File: config.mk
export PLATFORM = sky130hd
export DESIGN_NAME = req_arbiter4
export DESIGN_NICKNAME = d
export VERILOG_FILES = /design/src/rtl/req_arbiter4_pkg.sv /design/src/rtl/req_arbiter4_pick.sv /design/src/rtl/req_arbiter4.sv
export SDC_FILE = /design/constraint.sdc
export NUM_CORES = 1
export LEC_CHECK = 0
export ABC_AREA = 0
export ABC_CLOCK_PERIOD_IN_PS = 3400
export CAP_MARGIN = 20
export CORE_UTILIZATION = 56
export CTS_BUF_LIST = sky130_fd_sc_hd__clkbuf_4
export DETAILED_ROUTE_END_ITERATION = 8
export GPL_TIMING_DRIVEN = 0
export PLACE_DENSITY = 0.81
export SLEW_MARGIN = 40
export SYNTH_ARGS = -nofsm -noshare
export SYNTH_HDL_FRONTEND = slang
export SYNTH_SLANG_ARGS = --single-unit
File: constraint.sdc
create_clock -name clk -period 3.4 [get_ports clk]
set_input_delay 1.02 -clock clk [delete_from_list [all_inputs] [get_ports clk]]
set_output_delay 1.02 -clock clk [all_outputs]
set_load 0.1 [all_outputs]
File: src/rtl/req_arbiter4_pkg.sv
// Shared definitions for the 4-requester arbiter: FSM state encoding,
// the "no owner" code and conversions between owner code and one-hot grant.
package req_arbiter4_pkg;

  typedef enum logic {
    IDLE  = 1'b0,
    GRANT = 1'b1
  } state_t;

  localparam logic [2:0] NONE = 3'd0;

  // Owner code 1..4 to one-hot grant vector [4:1]; anything else is no grant.
  function automatic logic [4:1] code2oh(input logic [2:0] c);
    case (c)
      3'd1:    return 4'b0001;
      3'd2:    return 4'b0010;
      3'd3:    return 4'b0100;
      3'd4:    return 4'b1000;
      default: return 4'b0000;
    endcase
  endfunction

  // One-hot grant vector [4:1] back to owner code; non one-hot maps to NONE.
  function automatic logic [2:0] oh2code(input logic [4:1] oh);
    case (oh)
      4'b0001: return 3'd1;
      4'b0010: return 3'd2;
      4'b0100: return 3'd3;
      4'b1000: return 3'd4;
      default: return NONE;
    endcase
  endfunction

endpackage

File: src/rtl/req_arbiter4_pick.sv
// Combinational winner pick among eligible[4:1]. The search starts at index
// 'start' (1..4, 0 treated as 4) and descends cyclically, 4 following 1.
// Returns NONE when nothing is eligible.
module req_pick4
  import req_arbiter4_pkg::*;
(
  input  logic [4:1] eligible,
  input  logic [2:0] start,
  output logic [2:0] code
);

  logic [1:0] s0;
  logic [3:0] e0;
  logic [3:0] rot;
  logic [1:0] off;
  logic       hit;

  // Rotate so the starting index lands in the MSB, then priority-encode.
  always_comb begin
    s0  = start[1:0] - 2'd1;
    e0  = eligible;
    rot = {e0[s0], e0[s0 - 2'd1], e0[s0 - 2'd2], e0[s0 - 2'd3]};
    hit = 1'b1;
    off = 2'd0;
    casez (rot)
      4'b1???: off = 2'd0;
      4'b01??: off = 2'd1;
      4'b001?: off = 2'd2;
      4'b0001: off = 2'd3;
      default: hit = 1'b0;
    endcase
    code = hit ? ({1'b0, s0 - off} + 3'd1) : NONE;
  end

endmodule

File: src/rtl/req_arbiter4.sv
// Sequential 4-requester arbiter with grant holding, a MAX_HOLD limit that
// forces release (and masks the revoked owner for the next pick) and a
// mandatory idle cycle between grants.
// Optional: define REQ_ARBITER4_RR_EN for round-robin priority starting
// below the previous winner; otherwise fixed priority 4 > 3 > 2 > 1.
module req_arbiter4
  import req_arbiter4_pkg::*;
#(
  parameter int MAX_HOLD = 16,
  parameter int CW       = 8
) (
  input  logic       clk,
  input  logic       reset,
  input  logic [4:1] req,
  output logic [4:1] gnt,
  output logic [2:0] gcode,
  output logic       busy,
  output logic       timeout
);

  state_t        state, state_n;
  logic [CW-1:0] cnt, cnt_n;
  logic [4:1]    mask, mask_n;
  logic [2:0]    gcode_n;
  logic          timeout_n;
  logic [4:1]    eligible;
  logic [4:1]    pick_in;
  logic [2:0]    pick_start;
  logic [2:0]    pick;
  logic          owner_req;

`ifdef REQ_ARBITER4_RR_EN
  logic [2:0]    last, last_n;

  // Search begins one index below the last winner, wrapping 1 -> 4.
  always_comb begin
    case (last)
      3'd2:    pick_start = 3'd1;
      3'd3:    pick_start = 3'd2;
      3'd4:    pick_start = 3'd3;
      default: pick_start = 3'd4;
    endcase
  end
`else
  assign pick_start = 3'd4;
`endif

  // A masked requester is only passed over when someone else is asking.
  assign eligible  = req & ~mask;
  assign pick_in   = (|eligible) ? eligible : req;
  assign owner_req = |(req & gnt);

  req_pick4 u_pick (
    .eligible (pick_in),
    .start    (pick_start),
    .code     (pick)
  );

  // State and registered outputs.
  always_ff @(posedge clk) begin
    if (reset) begin
      state   <= IDLE;
      cnt     <= '0;
      mask    <= '0;
      gcode   <= NONE;
      gnt     <= '0;
      timeout <= 1'b0;
`ifdef REQ_ARBITER4_RR_EN
      last    <= NONE;
`endif
    end else begin
      state   <= state_n;
      cnt     <= cnt_n;
      mask    <= mask_n;
      gcode   <= gcode_n;
      gnt     <= code2oh(gcode_n);
      timeout <= timeout_n;
`ifdef REQ_ARBITER4_RR_EN
      last    <= last_n;
`endif
    end
  end

  // Next-state: grant from IDLE, hold, normal release or forced release.
  always_comb begin
    state_n   = state;
    cnt_n     = cnt;
    mask_n    = mask;
    gcode_n   = gcode;
    timeout_n = 1'b0;
`ifdef REQ_ARBITER4_RR_EN
    last_n    = last;
`endif
    case (state)
      IDLE: begin
        if (pick != NONE) begin
          state_n = GRANT;
          gcode_n = pick;
          cnt_n   = CW'(1);
          mask_n  = '0;
`ifdef REQ_ARBITER4_RR_EN
          last_n  = pick;
`endif
        end
      end
      GRANT: begin
        if (!owner_req) begin
          state_n = IDLE;
          gcode_n = NONE;
        end else if (cnt == CW'(MAX_HOLD)) begin
          state_n   = IDLE;
          gcode_n   = NONE;
          timeout_n = 1'b1;
          mask_n    = gnt;
        end else begin
          cnt_n = cnt + CW'(1);
        end
      end
      default: begin
        state_n = IDLE;
        gcode_n = NONE;
      end
    endcase
  end

  // Busy mirrors the GRANT state register.
  always_comb begin
    busy = (state == GRANT);
  end

endmodule

# Word-level counts from Yosys, hierarchy flattened

Cells that the tools add are included.
Widths: inputs -> output; s select.

Add/subtract/negate cells: 3
Equality and inequality tests: 12
Muxes and demuxes: 22
Bitwise gates (word level): 5
Reductions and logical operators: 7

Operators by type and width:

| cell                | number |
|---|---|
| $mux 8              | 3 |
| $mux 4              | 4 |
| $pmux 4 s4          | 1 |
| $pmux 8 s2          | 1 |
| $mux 3              | 4 |
| $reduce_or 4->1     | 3 |
| $add 8x1->8 const B | 1 |
| $and 4x4->4         | 2 |
| $eq 8x5->1 const B  | 1 |
| $pmux 4 s2          | 1 |
| $eq 3x1->1 const B  | 2 |
| $eq 3x2->1 const B  | 2 |
| $pmux 2 s3          | 1 |
| $pmux 3 s2          | 1 |
| $reduce_and 3->1    | 2 |
| $mux 1              | 5 |
| $eq 4x1->1 const B  | 1 |
| $ne 2x1->1 const B  | 2 |
| $ne 2x2->1 const B  | 2 |
| $not 4->4           | 1 |
| $add 2x1->3 const B | 1 |
| $eq 3x3->1 const B  | 1 |
| $reduce_bool 3->1   | 1 |
| $reduce_or 3->1     | 1 |
| 4 further kinds     | 5 |

Bits in registers: 21
Bits of input ports: 6
Word-level logic and storage cells: 55

# Longest topological paths before layout

Gate-level depths: netlist (run 1).

Depth in word-level cells: 14
Gate-level depth with buffers: 10

# Hierarchy

A second synthesis (run 1) with hierarchy kept.

Cells, all modules: 150
Area total of the unflattened synthesis: 1301.2 um^2

By module, submodules not included:

| module       | instances | cells an instance | area each (um^2) |
|---|---|---|---|
| req_arbiter4 | 1         | 119               | 1073.5 |
| req_pick4    | 1         | 31                | 227.7 |

# Worst setup path before layout (run 1)

No wires, ideal clock.

Path type: input-to-reg
From: input port req[1] (netlist bit)
To: register cnt[4]
Arrival: 2.709 ns
Setup slack: 0.603 ns
Cell stages on the path: 10
Path buffers: 0
Cell sequence: and2b_4 > o21ai_0 > a22oi_1 > nand2_1 > ha_1 > nor2_2 > a2bb2oi_2 > a21oi_2 > or2_4 > a311oi_2

Cells in the longest elaborated chain, start to end: 11
Elaborated cells on any way between the ends: 18

RTL lines:

| what                                     | RTL line                | source |
|---|---|---|
| start: declaration                       | req_arbiter4.sv:14      | `input logic [4:1] req,` |
| $and 4x4->4                              | req_arbiter4.sv:49      | `assign eligible = req & ~mask;` |
| $reduce_or 4->1                          | req_arbiter4.sv:50      | `assign pick_in = (\|eligible) ? eligible : req;` |
| $mux 4                                   | req_arbiter4.sv:50      |  |
| $eq 4x1->1, or another cell as far along | req_arbiter4_pick.sv:25 | `casez (rot)` |
| $pmux 2 s3                               | req_arbiter4_pick.sv:25 |  |
| $sub 2x2->2                              | req_arbiter4_pick.sv:32 | `code = hit ? ({1'b0, s0 - off} + 3'd1) : NONE;` |
| $add 2x1->3                              | req_arbiter4_pick.sv:32 |  |
| $mux 3                                   | req_arbiter4_pick.sv:32 |  |
| $reduce_bool 3->1                        | req_arbiter4.sv:96      | `if (pick != NONE) begin` |
| $ne 2x2->1 (no line)                     | --                      |  |
| $reduce_and 3->1 (no line) *             | --                      |  |
| end signal: assignment                   | req_arbiter4.sv:73      | `cnt <= cnt_n;` |
| end: declaration                         | req_arbiter4.sv:22      | `logic [CW-1:0] cnt, cnt_n;` |

Every way passes the cells marked *; elsewhere a longest branch is shown, timed or not.
A chain may end at the register's enable or synchronous reset.

# Worst setup path after layout (run 1)

From: input port req[1] (netlist bit)
To: register cnt[7]

Same word-level chain as after synthesis.

==> impl_metrics.py, run 1 <==
metrics = {
    "detailed_routing": {
        "vias_per_cell": 6.01,
        "wl_per_cell_um": 14.7,
        "detail-route-antenna-nets": 0,
        "drt_iter0_markers": 28,
        "wirelength_um": 2370,
        "drc": 0,
        "firstDrtPassIters": 4,
        "via_count": 968,
    },
    "clocking": {
        "htreeDepth": 1,
        "cts_resized": 0,
        "clk_root_buffer_cell": "clkbuf_4",
        "clkTransAtPathRegs_ns": 0.11,
        "clock_sinks": 21,
        "cts.path.max_buffers": 2,
        "numCtsBuffers": 3,
        "clk_latency_ns": 0.30,
        "cts_tree": "built",
        "hold_buffers": 0,
        "cts_post_setup_buffers_inserted": 0,
    },
    "logic_synthesis": {
        "synth_top_family_by_area": "compound AO/OA/AOI/OAI gates",
        "yosys.area_share.simple_pct": 24.7,
        "synth_edf_count": 0,
        "synth_xor_area_share_pct": 0.801,
        "synth_compound_area_share_pct": 30.4,
        "synth_warnings": 0,
        "synth-async-reset-ratio_pct": 0,
        "synth_adder_area_share_pct": 3.43,
        "seq_area_frac_synth_pct": 38.4,
        "synth_seq_cells": 21,
        "dominantRegCellSynth": "dfxtp_1",
        "syn-num-nets": 127,
        "postSynthAreaPerCell_um2": 9.27,
        "synthMuxAreaShare_pct": 0,
        "synthCells": 118,
        "syn_area_um2": 1090,
        "synth.distinct_cells": 39,
    },
    "run_status": {
        "status": "finished clean",
    },
    "power": {
        "p_comb_share_pct": 27.4,
        "power_density_nw_per_um2": 434,
        "power_mw": 0.543,
        "seq_power_share_pct": 48.8,
        "p_int_mw": 0.351,
        "switchingPower_mw": 0.192,
        "switching_share_pct": 35.4,
        "p_clk_share_pct": 23.8,
        "peakVddDrop_mv": 0.340,
        "leakage_nw": 0.485,
    },
    "timing": {
        "fmax_mhz": 306,
        "fin_skew_ns": 0.00450,
        "fin_crit_ns": 3.26,
        "timing.hold.ws_ns": 0.520,
        "rsz0062_at_grt": "false",
        "hold_violations": 0,
        "setup_violations": 0,
        "period_share_pct": 96.0,
        "worst-slew-pin-transition_ns": 0.580,
        "drv_slew": 0,
        "slew_headroom_pct": 61.0,
    },
    "critical_path": {
        "cpMaxStageDelayCell": "clkdlybuf4s50_1",
        "endpoint_kind": "register",
        "critPathRequiredTime_ns": 3.62,
        "reg2reg_from": "mask[1]",
        "crit_type": "input port to register",
        "ff2ff_path_depth": 10,
        "r2r-end": "cnt[7]",
        "slowest_delay_ns": 0.55,
        "cp_cell_sequence": "clkdlybuf4s50_1, and2b_4, o21ai_0, a22oi_1, nand2_1, ha_1, nor2_2, a2bb2oi_2, a21oi_2, or2_4, a311oi_2",
        "cp_max_fo": 5,
        "crit_arrival_ns": 3.48,
        "rrSetupSlack_ns": 0.98,
        "start_kind": "input port",
    },
    "global_routing": {
        "grt-ovfl-total": 0,
        "grt_usage_pct": 25.8,
        "grt_max_degree": 12,
        "grt_pass1_wl_um": 3840,
        "antenna_found_initial": 0,
        "grt_pass1_vias": 835,
    },
    "placed_design": {
        "dpl.hpwl_um": 1850,
        "gp_congestion": 0.830,
        "io_buffers": 14,
    },
    "min_path": {
        "hold_end": "mask[2]",
        "hold_start": "gnt[2]",
        "hp-class": "register to register",
        "min_path_cells": 1,
    },
    "floorplanning": {
        "io_pins": 15,
        "fp.dieH_um": 46.2,
        "start_util_pct": 61.3,
        "die_area_um2": 2130,
        "fp-row-count": 15,
        "die_x_um": 46.2,
        "core-area_um2": 1780,
    },
    "final_layout": {
        "syn2layout_area_growth_pct": 14.3,
        "diodes": 0,
        "final_util_pct": 70.1,
        "final_layout_size_suffix_gt1_share_pct": 21.3,
        "nets": 146,
    },
    "run": {
        "cap_violations": 0,
    },
}
## placed cells by master (no fill, tap or decap), drive strengths merged
cell type      Yosys  layout
a31oi              2       2
o22ai              1       1
ha                 3       3
o21a               3       3
o41ai              1       1
clkdlybuf4s50      0       5
or2                1       1
nand2b             2       2
a21boi             2       2
a22oi              3       3
nand4b             2       2
and3               5       5
a21oi              6       6
a311oi             2       2
nor3b              2       2
dfxtp             21      21
a22o               6       6
a211oi             4       4
and2b              2       2
xor2               1       1
o21bai             1       1
nand3              4       4
inv                4       4
clkbuf             1       5
nor3               3       3
a2bb2oi            2       2
o41a               1       1
o21ai              6       6
nand2              9       9
buf                1      10
nand3b             2       2
nor2b              2       2
nor4b              1       1
nor2              12      12
## worst max-delay path, delay by kind of cell
family                     cells  cell delay [ns]
buffers and inverters          1             0.55
AOI/OAI and AO/OA              5             0.98
adders and majority gates      1             0.23
and+or+nand+nor                4             0.71
## layout make-up
cell class	instances	area (µm²)
multi-input cells	91	649
fillers	146	533
flip-flops and latches	21	420
repair buffers	14	95.1
well taps	25	31.3
clock buffers	4	30.0
inverters	4	15.0
plain buffers	2	8.76
## through the flow
step           setup TNS, ns  area [µm²]  std cells  setup WS (ns)
3_3_place_gp          -0.279        1260        157        -0.0658
3_5_place_dp           -1.04        1220        157         -0.168
6_report                   0        1250        161          0.137
4_1_cts                    0        1250        161          0.157
2_1_floorplan              0        1090        118          0.603
5_1_grt                    0        1250        161         0.0178
## synth_stat cells (2+ instances only)
master	number	area, µm²
a311oi_2	2	30.0
a211oi_2	4	50.1
a21oi_1	5	25.0
o21ai_0	5	25.0
dfxtp_1	21	420
nand2b_1	2	12.5
and2b_4	2	20.0
a2bb2oi_2	2	30.0
nand3b_1	2	15.0
nor2_1	11	41.3
o21a_1	3	22.5
inv_1	4	15.0
nand4b_1	2	17.5
nand2_1	9	33.8
a22oi_1	3	22.5
ha_1	3	37.5
nand3_1	4	20.0
nor3_1	3	15.0
a31oi_1	2	12.5
a22o_1	6	52.6
and3_1	5	31.3
## power groups by stage
stage | logic, mW | clock network [mW] | registers, mW
after floorplan | 0.0627 | 0 | 0.323
after CTS | 0.148 | 0.132 | 0.265
after global placement | 0.152 | 0 | 0.270
after global routing | 0.158 | 0.142 | 0.266
final | 0.149 | 0.129 | 0.265
after detailed placement | 0.148 | 0 | 0.270
## state kept, by name, indices dropped and copies added (netlist names)
| name | flops |
|---|---|
| busy | 1 |
| timeout | 1 |
| gcode | 3 |
| cnt | 8 |
| mask | 4 |
| gnt | 4 |
## how the worst max path moves through the flow
| stage | from | to | slack (ns) |
|---|---|---|---|
| after floorplan | req[1] | cnt[4] | 0.60 |
| after global placement | req[1] | cnt[4] | -0.07 |
| after detailed placement | req[1] | cnt[7] | -0.17 |
| after CTS | req[1] | cnt[7] | 0.16 |
| after global routing | req[4] | mask[1] | 0.02 |
| final | req[1] | cnt[7] | 0.14 |
## logic make-up (layout without fill, tap and decap cells)
logic type      after synthesis  in the layout
simple gates                 47             47
compound gates               40             40
flops                        21             21
buf+inv                       6             24
fa+ha+maj                     3              3
xor+xnor                      1              1
## routing by layer
metal	vias to the layer above	track usage (%)	wire [µm]
met5	-	0	0
met4	0	11.2	33
met3	4	3.53	97
met2	24	37.5	1040
met1	457	37.6	1200
li1	483	-	-
(Power assumes the default switching activity.)
==> run 2: changes to the inputs <==
--- a/config.mk
+++ b/config.mk
@@ -8,11 +8,12 @@
 export ABC_AREA = 0
 export ABC_CLOCK_PERIOD_IN_PS = 3400
 export CAP_MARGIN = 20
-export CORE_UTILIZATION = 56
+export CORE_UTILIZATION = 64
 export CTS_BUF_LIST = sky130_fd_sc_hd__clkbuf_4
 export DETAILED_ROUTE_END_ITERATION = 8
+export DONT_BUFFER_PORTS = 1
 export GPL_TIMING_DRIVEN = 0
-export PLACE_DENSITY = 0.81
+export PLACE_DENSITY = 0.8
 export SLEW_MARGIN = 40
 export SYNTH_ARGS = -nofsm -noshare
 export SYNTH_HDL_FRONTEND = slang
==> impl_metrics.py, run 2 (synthesis results as in run 1) <==
metrics = {
    "detailed_routing": {
        "via_count": 909,
        "wl_per_cell_um": 15.6,
        "firstDrtPassIters": 6,
        "drc": 2,
        "detail-route-antenna-nets": 0,
        "drt_iter0_markers": 21,
        "vias_per_cell": 6.59,
        "wirelength_um": 2150,
    },
    "final_layout": {
        "syn2layout_area_growth_pct": 5.38,
        "final_common_cell": "dfxtp_1",
        "final_layout_size_suffix_gt1_share_pct": 23.8,
        "design_area_um2": 1150,
        "reg_top3": "cnt (8), gnt (4), mask (4)",
        "final_util_pct": 73.9,
        "largest-register": "cnt",
        "diodes": 0,
        "layout_common_cells": "dfxtp_1 (12), nor2_1 (11), nand2_1 (9), dfxtp_2 (9), a22o_1 (6)",
        "nets": 132,
        "largest_register_ffs": 8,
    },
    "timing": {
        "timing.hold.ws_ns": 0.508,
        "fin_skew_ns": 0.00525,
        "setup_violations": 0,
        "period_share_pct": 78.4,
        "fmax_mhz": 375,
        "drv_slew": 0,
        "fin_crit_ns": 2.67,
        "rsz0062_at_grt": "false",
        "worst-slew-pin-transition_ns": 0.644,
        "final.setup.tns_ns": 0,
        "slew_headroom_pct": 57.1,
        "hold_violations": 0,
    },
    "power": {
        "power_density_nw_per_um2": 450,
        "power_mw": 0.519,
        "leakage_nw": 0.421,
        "peakVddDrop_mv": 0.304,
    },
    "floorplanning": {
        "fp.dieH_um": 43.3,
        "die_x_um": 43.3,
        "fp-row-count": 14,
        "core-area_um2": 1560,
        "io_pins": 15,
        "start_util_pct": 70.1,
        "die_area_um2": 1880,
    },
    "critical_path": {
        "critPathRequiredTime_ns": 3.63,
        "r2r-end": "cnt[7]",
        "crit_type": "input port to register",
        "endpoint_kind": "register",
        "cpMaxStageDelayCell": "or2_4",
        "crit_arrival_ns": 2.90,
        "cp_max_fo": 5,
        "cp_cell_sequence": "and2b_4, o21ai_0, a22oi_1, nand2_1, ha_1, nor2_2, a2bb2oi_2, a21oi_2, or2_4, a311oi_2",
        "reg2reg_from": "mask[1]",
        "ff2ff_path_depth": 10,
        "start_kind": "input port",
        "rrSetupSlack_ns": 1.00,
        "slowest_delay_ns": 0.32,
    },
    "placed_design": {
        "io_buffers": 0,
        "gp_congestion": 0.849,
        "place_area_um2": 1120,
        "dpl.hpwl_um": 1660,
    },
    "clocking": {
        "numCtsBuffers": 3,
        "htreeDepth": 1,
        "cts.path.max_buffers": 2,
        "hold_buffers": 0,
        "cts_tree": "built",
        "cts_resized": 0,
        "cts_post_setup_buffers_inserted": 0,
        "clock_sinks": 21,
        "clkTransAtPathRegs_ns": 0.12,
        "clk_latency_ns": 0.30,
        "clk_root_buffer_cell": "clkbuf_4",
    },
    "global_routing": {
        "antenna_found_initial": 0,
        "grt_usage_pct": 24.5,
        "grt-ovfl-total": 0,
        "grt_pass1_vias": 824,
        "grt_max_degree": 13,
        "grt_pass1_wl_um": 3440,
    },
    "min_path": {
        "hold_start": "mask[1]",
        "min_path_cells": 1,
        "hold_end": "mask[1]",
        "hp-class": "register to register",
    },
    "run_status": {
        "status": "finished, violations left",
        "violations": "design-rule violations",
    },
    "run": {
        "cap_violations": 0,
    },
}
run 2: worst max-delay path, delay by kind of cell:
kind / cells / cell delay (ns)
AOI/OAI and AO/OA: 5 / 0.95
and+or+nand+nor: 4 / 0.70
adders and majority gates: 1 / 0.23
run 2: metal layers:
metal	track usage, %	share of wire (%)	vias up
li1	-	-	455
met1	33.8	50	429
met2	38.5	45	21
met3	4.17	4.3	4
met4	9.38	0.98	0
met5	0	0	-
run 2: worst max-delay path by stage:
stage          slack (ns)  startpoint  cells after the start  endpoint
6_report             0.73      req[1]                     10    cnt[7]
2_1_floorplan        0.60      req[1]                     10    cnt[4]
5_1_grt              0.62      req[1]                     10    cnt[4]
3_5_place_dp         0.42      req[1]                     10    cnt[7]
3_3_place_gp         0.45      req[1]                     10    cnt[7]
4_1_cts              0.74      req[1]                     10    cnt[7]
run 2: layout make-up:
cell class,count,area [µm²]
fill,124,407
tap,16,20.0
buffer,2,8.76
clock buffer,3,22.5
clock inverter,1,5.00
multi-input combinational,91,649
sequential,21,432
inverter,4,15.0
run 2: power by group:
| part | total (mW) | internal, mW | switching, mW |
|---|---|---|---|
| clock network | 0.120 | 0.0439 | 0.0763 |
| logic | 0.0758 | 0.0322 | 0.0436 |
| registers | 0.323 | 0.257 | 0.0656 |
run 2: per-stage QoR:
stage                     instances  worst slack (ns)
after CTS                       138             0.738
after detailed placement        134             0.416
after global routing            138             0.616
after global placement          134             0.454
final                           138             0.734
after floorplan                 118             0.603
